File: src/rtl/axi4s_upsizer.sv
// AXI4-Stream 1:4 width upsizer: packs up to four narrow beats into one wide beat,
// closing a group early on tlast and zero-filling the unused upper lanes.
module axi4s_upsizer #(
  parameter int unsigned SRC_DATA_WIDTH = 64,
  parameter int unsigned DST_DATA_WIDTH = 256
) (
  input  logic                          clk,
  input  logic                          rst_n,
  input  logic                          axis_in_tvalid,
  output logic                          axis_in_tready,
  input  logic [SRC_DATA_WIDTH-1:0]     axis_in_tdata,
  input  logic [SRC_DATA_WIDTH/8-1:0]   axis_in_tkeep,
  input  logic [SRC_DATA_WIDTH/8-1:0]   axis_in_tstrb,
  input  logic                          axis_in_tlast,
  input  logic [3:0]                    axis_in_tid,
  input  logic [3:0]                    axis_in_tdest,
  input  logic [3:0]                    axis_in_tuser,
  output logic                          axis_out_tvalid,
  input  logic                          axis_out_tready,
  output logic [DST_DATA_WIDTH-1:0]     axis_out_tdata,
  output logic [DST_DATA_WIDTH/8-1:0]   axis_out_tkeep,
  output logic [DST_DATA_WIDTH/8-1:0]   axis_out_tstrb,
  output logic                          axis_out_tlast,
  output logic [3:0]                    axis_out_tid,
  output logic [3:0]                    axis_out_tdest,
  output logic [15:0]                   axis_out_tuser
);

  localparam int unsigned RATIO    = 4;
  localparam int unsigned LANE_W   = 2;
  localparam int unsigned SKEEP_W  = SRC_DATA_WIDTH / 8;
  localparam int unsigned DKEEP_W  = DST_DATA_WIDTH / 8;
  localparam int unsigned SUSER_W  = 4;
  localparam int unsigned DUSER_W  = SUSER_W * RATIO;

  if (DST_DATA_WIDTH != RATIO * SRC_DATA_WIDTH) begin : g_width_check
    $error("axi4s_upsizer: DST_DATA_WIDTH must be 4*SRC_DATA_WIDTH");
  end

  // Accumulator
  logic [DST_DATA_WIDTH-1:0] acc_data;
  logic [DKEEP_W-1:0]        acc_keep;
  logic [DKEEP_W-1:0]        acc_strb;
  logic [DUSER_W-1:0]        acc_user;
  logic [LANE_W-1:0]         lane_cnt;
  logic [3:0]                acc_tid;
  logic [3:0]                acc_tdest;
  logic                      acc_last;
  logic                      acc_done;

  // Output register
  logic [DST_DATA_WIDTH-1:0] out_data;
  logic [DKEEP_W-1:0]        out_keep;
  logic [DKEEP_W-1:0]        out_strb;
  logic [DUSER_W-1:0]        out_user;
  logic [3:0]                out_tid;
  logic [3:0]                out_tdest;
  logic                      out_last;
  logic                      out_valid;

  // Accumulator contents with the current input beat merged into its lane
  logic [DST_DATA_WIDTH-1:0] m_data;
  logic [DKEEP_W-1:0]        m_keep;
  logic [DKEEP_W-1:0]        m_strb;
  logic [DUSER_W-1:0]        m_user;
  logic [3:0]                m_tid;
  logic [3:0]                m_tdest;

  logic in_fire, group_done, out_fire, out_free, load_acc, load_in;

  assign axis_in_tready = rst_n & ~acc_done;
  assign in_fire        = axis_in_tvalid & axis_in_tready;
  assign group_done     = in_fire & ((lane_cnt == LANE_W'(RATIO - 1)) | axis_in_tlast);
  assign out_fire       = out_valid & axis_out_tready;
  assign out_free       = ~out_valid | out_fire;
  assign load_acc       = acc_done & out_free;
  assign load_in        = group_done & out_free;

  // Lanes above the written one are already zero: the accumulator is cleared per group
  always_comb begin
    m_data  = acc_data;
    m_keep  = acc_keep;
    m_strb  = acc_strb;
    m_user  = acc_user;
    m_tid   = (lane_cnt == '0) ? axis_in_tid   : acc_tid;
    m_tdest = (lane_cnt == '0) ? axis_in_tdest : acc_tdest;
    for (int unsigned l = 0; l < RATIO; l++) begin
      if (lane_cnt == LANE_W'(l)) begin
        m_data[l*SRC_DATA_WIDTH +: SRC_DATA_WIDTH] = axis_in_tdata;
        m_keep[l*SKEEP_W +: SKEEP_W]               = axis_in_tkeep;
        m_strb[l*SKEEP_W +: SKEEP_W]               = axis_in_tstrb;
        m_user[l*SUSER_W +: SUSER_W]               = axis_in_tuser;
      end
    end
  end

  always_ff @(posedge clk or negedge rst_n) begin
    if (!rst_n) begin
      acc_data  <= '0;
      acc_keep  <= '0;
      acc_strb  <= '0;
      acc_user  <= '0;
      acc_tid   <= '0;
      acc_tdest <= '0;
      acc_last  <= 1'b0;
      acc_done  <= 1'b0;
      lane_cnt  <= '0;
    end else if (load_acc || load_in) begin
      acc_data  <= '0;
      acc_keep  <= '0;
      acc_strb  <= '0;
      acc_user  <= '0;
      acc_tid   <= '0;
      acc_tdest <= '0;
      acc_last  <= 1'b0;
      acc_done  <= 1'b0;
      lane_cnt  <= '0;
    end else if (in_fire) begin
      acc_data  <= m_data;
      acc_keep  <= m_keep;
      acc_strb  <= m_strb;
      acc_user  <= m_user;
      acc_tid   <= m_tid;
      acc_tdest <= m_tdest;
      if (group_done) begin
        acc_last <= axis_in_tlast;
        acc_done <= 1'b1;
      end else begin
        lane_cnt <= lane_cnt + LANE_W'(1);
      end
    end
  end

  // Output beat: a parked group has priority, otherwise the completing input bypasses
  always_ff @(posedge clk or negedge rst_n) begin
    if (!rst_n) begin
      out_data  <= '0;
      out_keep  <= '0;
      out_strb  <= '0;
      out_user  <= '0;
      out_tid   <= '0;
      out_tdest <= '0;
      out_last  <= 1'b0;
      out_valid <= 1'b0;
    end else if (load_acc) begin
      out_data  <= acc_data;
      out_keep  <= acc_keep;
      out_strb  <= acc_strb;
      out_user  <= acc_user;
      out_tid   <= acc_tid;
      out_tdest <= acc_tdest;
      out_last  <= acc_last;
      out_valid <= 1'b1;
    end else if (load_in) begin
      out_data  <= m_data;
      out_keep  <= m_keep;
      out_strb  <= m_strb;
      out_user  <= m_user;
      out_tid   <= m_tid;
      out_tdest <= m_tdest;
      out_last  <= axis_in_tlast;
      out_valid <= 1'b1;
    end else if (out_fire) begin
      out_data  <= '0;
      out_keep  <= '0;
      out_strb  <= '0;
      out_user  <= '0;
      out_tid   <= '0;
      out_tdest <= '0;
      out_last  <= 1'b0;
      out_valid <= 1'b0;
    end
  end

  assign axis_out_tvalid = out_valid;
  assign axis_out_tdata  = out_data;
  assign axis_out_tkeep  = out_keep;
  assign axis_out_tstrb  = out_strb;
  assign axis_out_tuser  = out_user;
  assign axis_out_tid    = out_tid;
  assign axis_out_tdest  = out_tdest;
  assign axis_out_tlast  = out_last;

endmodule

File: config.mk
export PLATFORM = sky130hd
export DESIGN_NAME = axi4s_upsizer
export DESIGN_NICKNAME = d
export VERILOG_FILES = /design/src/rtl/axi4s_upsizer.sv
export SDC_FILE = /design/constraint.sdc
export NUM_CORES = 1
export LEC_CHECK = 0
export CORE_MARGIN = 2
export CORE_UTILIZATION = 55
export CTS_CLUSTER_DIAMETER = 60
export CTS_CLUSTER_SIZE = 12
export DETAILED_ROUTE_END_ITERATION = 10
export PLACE_DENSITY_LB_ADDON = 0.08
export SYNTH_ARGS = -nofsm -noshare
export SYNTH_HDL_FRONTEND = slang
export SYNTH_SLANG_ARGS = --single-unit
File: constraint.sdc
create_clock -name clk -period 2.2 [get_ports clk]
set_input_delay 0.33 -clock clk [delete_from_list [all_inputs] [get_ports clk]]
set_output_delay 0.33 -clock clk [all_outputs]
set_load 0.05 [all_outputs]
Word-level counts from Yosys, hierarchy flattened --
Cells that the tools add are included.
Operators by class: add/subtract/negate cells 1, multipliers 0, div/mod/pow operators 0, order comparisons 0, equality and inequality tests 4, shifts and indexed selects 0, multiplexer cells 60, bitwise operators 10, reductions and logical operators 7
Operator list (number):
- $mux W256 | 5
- $mux W32 | 9
- $mux W64 | 4
- $mux W16 | 5
- $mux W8 | 8
- $mux W4 | 15
- $mux W1 | 11
- $and A1 B1 Y1 | 6
- $mux W2 | 3
- $eq A2 B2 Y1 const B | 2
- $reduce_and A2 Y1 | 2
- $reduce_bool A2 Y1 | 2
- $reduce_bool A3 Y1 | 1
- $add A2 B1 Y2 const B | 1
- $eq A2 B1 Y1 const B | 1
- $logic_not A2 Y1 | 1
- $ne A2 B1 Y1 const B | 1
- $not A1 Y1 | 2
- $or A1 B1 Y1 | 2
- $logic_or A1 B1 Y1 | 1
Storage, ports and cells: register bits 694, latch bits 0, bits in writable memories 0, memory bits (read-only) 0, input bits 97, output and inout bits 347, logic and storage cells 99, memories kept 0

Depth between registers and ports, before layout --
depth in word-level cells 8, depth in mapped cells 10, depth with buffers taken out 6

Worst setup path after synthesis --
No wires, ideal clock.
kind reg2out, start point register acc_done, end point output axis_in_tready, data arrival time 1.623 ns, setup slack 0.247 ns, cell stages (with the launch flop) 5, buffers on the path 3, cell sequence dfrtp_1 > buf_2 > clkbuf_1 > clkbuf_1 > nor2b_1
Between the ends: word-level cells in the longest chain between the ends 2
RTL lines:
- from (decl) | RTL line 49 | logic acc_done;
- from (signal assigned) | RTL line 106 | acc_done <= 1'b0;
- from (signal assigned) | RTL line 116 | acc_done <= 1'b0;
- from (signal assigned) | RTL line 127 | acc_done <= 1'b1;
- $not A1 Y1 | RTL line 71 | assign axis_in_tready = rst_n & ~acc_done;
- $and A1 B1 Y1 | RTL line 71
- to (decl) | RTL line 10 | output logic axis_in_tready,
No other way between the ends.

Worst setup path in the final report --
start point register out_data[200] (netlist: axis_out_tdata[200]), end point output axis_out_tdata[200]
RTL lines:
- from (decl) | RTL line 52 | logic [DST_DATA_WIDTH-1:0] out_data;
- from (signal assigned) | RTL line 146 | out_data <= acc_data;
- from (signal assigned) | RTL line 155 | out_data <= m_data;
- to (decl) | RTL line 20 | output logic [DST_DATA_WIDTH-1:0] axis_out_tdata,
No word-level cell between the ends.

==> summary.md <==
| Metric | Value |
|---|---|
| Pwr Density | between 1000 and 1500 nW/um2 |
| Setup CP Type | flip-flop to output port |
| Die width | between 200 and 300 um |
| CP required | ~1.9 ns |
| HP Class | input pin to async pin |
| CTS max path bufs | 3 |
| Psw | 27.18 mW |
| Crit path buf inv count | 1 |
| Pin count of the biggest net entering global routing | 144 |
| Avg Cell Area, Syn | ~9.0 um2 |
| I/O pin count | around 440 |
| Number of buffers added on ports | approximately 440 |
| Root buffer cell | clkbuf_16 |
| Fmax | roughly 460 MHz |
| Share of cells above drive strength 1 | about 8.4% |
| Core Rows | 92 |
| Clock-pin slew of the registers on the worst-case setup and hold paths | roughly 0.06 ns |
| DIE HEIGHT | between 200 and 300 um |
| Critical path, cell by cell | clkdlybuf4s50_1 |
| Vias in the first global route | 29,690 |
| Final Core Density | roughly two thirds |
| TritonCTS buffer count | 68 |
| Final ANT Viol Nets | 0 |
| H-Tree Level Count | 3 |
| Reg2Reg Depth | 6 |
| Initial antenna violation count | 4 |
| Detailed placement HPWL | approximately 68 mm |
| Setup crit end kind | output port |
| Avg WL per Cell | approximately 22 um |
| Synth Register Bits | a little under 700 |
| Max Cap Violations | 0 |
| Setup violators final | 0 |
| P_leak | between 15 and 20 nW |
| Outcome | finished clean |
| Share of power burned in registers | 34.3% |
| RSZ-0062 raised after global routing | false |
| Total power | around 61 mW |
| Max Clock Skew | between 0.02 and 0.03 ns |
| TritonCTS clock tree | built |
| Final TNS setup | 0 ns |
| Clock sinks | 694 |
| Combinational fraction of design power | ~48% |
| Worst-Margin Slew | between 0.8 and 0.9 ns |
| DR pass1 iterations | 8 |
| Startpoint types | flip-flop |
| Slowest-stage cell, CP | clkdlybuf4s50_1 |
| Nets | roughly 4,300 |
| Post-CTS setup buffer count | 0 |
| Total Routing Usage GR | 32.11% |
| Full die area | ~66,000 um2 |
| Global-route wire length before repair | 171.9 mm |
| Final worst path period need | between 2 and 2.5 ns |
| Vias per inst | approximately 6.2 |
| Total gr overflow | 0 |
| Arrival @ worst endpoint | roughly 1.9 ns |
| Worst path depth | 1 |
| GPL Wtd Cong | 0.8316 |
| Crit Path Max Fanout | 2 |
| Commonest non-fill, non-tap cell in the layout | a21oi_1 |
| Sw frac | between 40% and 50% |
| Clock Latency Late Sink | around 0.61 ns |
| Int Pwr | around 33 mW |
| Core region area | roughly 63,000 um2 |
| Clk pwr share | 17.4% |
| Period utilization | about 99% |
| Drt drc | 0 |
| Hold Fails Final Rpt | 0 |
| Worst path max stage delay | approximately 0.83 ns |
| Vias | ~31,000 |
| Synthesized net count | 4,006 |
| Syn Std Cell Area | between 30,000 and 40,000 um2 |
| Worst hold margin | ~0.15 ns |
| Final wirelength | around 110 mm |
| Max-slew violation count | 0 |
| Area Growth Syn to Fin | 22.63% |
| Sequential fraction of the synthesis area | between 40% and 50% |
| Most frequent cells in the layout | a21oi_1 (932), dfrtp_1 (693), nand2_1 (692), clkdlybuf4s50_1 (359), nor2_1 (347) |
| Worst IR drop on VDD | 0.9532 mV |
| CP delay by family, top | buffers and inverters |
| Netlist cell types | 24 |
| Initial Util | 55.83% |
| Gate Count Post-Synth | ~3,900 |
| 1st-iter DRT viols | roughly 3,100 |
| Total number of yosys warnings | 0 |
| Slew margin rel. | 41.53% |
[Yosys cell counts, drive strengths merged]
cell type | instances | area, um2
nand2 | 692 | 2597
a21oi | 1032 | 5540
a22oi | 1 | 7.510
o21ai | 2 | 10.01
clkbuf | 272 | 1021
ha | 4 | 50.05
a32oi | 344 | 3013
nor2 | 348 | 1306
or2 | 1 | 6.260
a211oi | 2 | 15.01
nor2b | 2 | 12.51
a31oi | 2 | 27.53
mux2i | 346 | 3463
dfrtp | 694 | 17370
inv | 3 | 11.26
buf | 152 | 785.8
nand3b | 1 | 7.510
and3b | 1 | 8.760
nand2b | 2 | 12.51
nand3 | 4 | 20.02
[registers in the layout, summed over array words and instances (netlist names), 2 cells and up]
signal and count:
axis_out_tkeep 32, acc_tid 4, acc_strb 32, lane_cnt 2, axis_out_tid 4, axis_out_tdata 256, axis_out_tdest 4, acc_data 256
acc_keep 32, acc_user 16, axis_out_tuser 16, axis_out_tstrb 32, acc_tdest 4
[worst reg2reg max path, delay by kind of cell (launching register included)]
family / cells / cell delay [ns]
adders and majority gates: 1 / 0.18
DFF: 1 / 0.45
AOI/OAI and AO/OA: 2 / 0.37
muxes: 1 / 0.38
buffers and inverters: 1 / 0.54
and+or+nand+nor: 1 / 0.08
[final timing paths]
path                                     start                   to  slack, ns
min                                      rst_n             acc_last       0.15
min in group clk                 axis_in_tlast             acc_last       0.36
max in group asynchronous                rst_n   axis_out_tkeep[21]       0.70
max                        axis_out_tdata[200]  axis_out_tdata[200]       0.02
max reg2reg                        lane_cnt[1]        acc_data[236]       0.11
min reg2reg                           acc_last             acc_last       0.53
[area by class of cell]
type                       instances  area (um2)
fill                            4987       19930
sequential                       694       17370
multi-input combinational       2784       16210
timing repair buffer             601        6798
clock buffer                      74        1798
tap                              846        1059
clock inverter                     3       22.52
inverter                           3       11.26
antenna                            1       2.502
[metal layers]
layer  part of all wire [%]  GRT usage [%]  up-vias
met5                  0.025              0        -
met2                     48          50.52     1244
met1                     42          45.06    15400
met3                    6.7          4.797      209
li1                       -              -    14380
met4                    3.7          12.35        4
[cells by family after synthesis]
family,share of synthesized area (%)
adders and majority gates,0.1419
muxes,9.816
AOI/OAI and AO/OA,24.41
and+or+nand+nor,11.26
DFF,49.22
buffers and inverters,5.153
[power groups by stage]
stage	logic (mW)	registers, mW	clock network (mW)
3_3_place_gp	29.2	20.9	0
6_report	29.3	20.8	10.6
3_5_place_dp	29.5	20.9	0
5_1_grt	31.2	21.2	11.2
2_1_floorplan	11.8	28.2	0
4_1_cts	29.4	20.7	10.7
[stage by stage]
step | instance area (um2) | instances | setup WS, ns
3_5_place_dp | 41440 | 4927 | 0.04851
4_1_cts | 43200 | 5005 | 0.0006453
6_report | 43270 | 5006 | 0.01990
5_1_grt | 43270 | 5006 | 0.0008054
3_3_place_gp | 41440 | 4927 | 0.1004
2_1_floorplan | 35280 | 3905 | 0.2465
[what timing repair did]
item,in CTS,in global routing
pin swaps,0,0
hold buffers,1,0
setup endpoints to repair,55,25
gates resized for setup,55,25
hold endpoints to repair,139,0
Power figures use the tool's default switching activity.
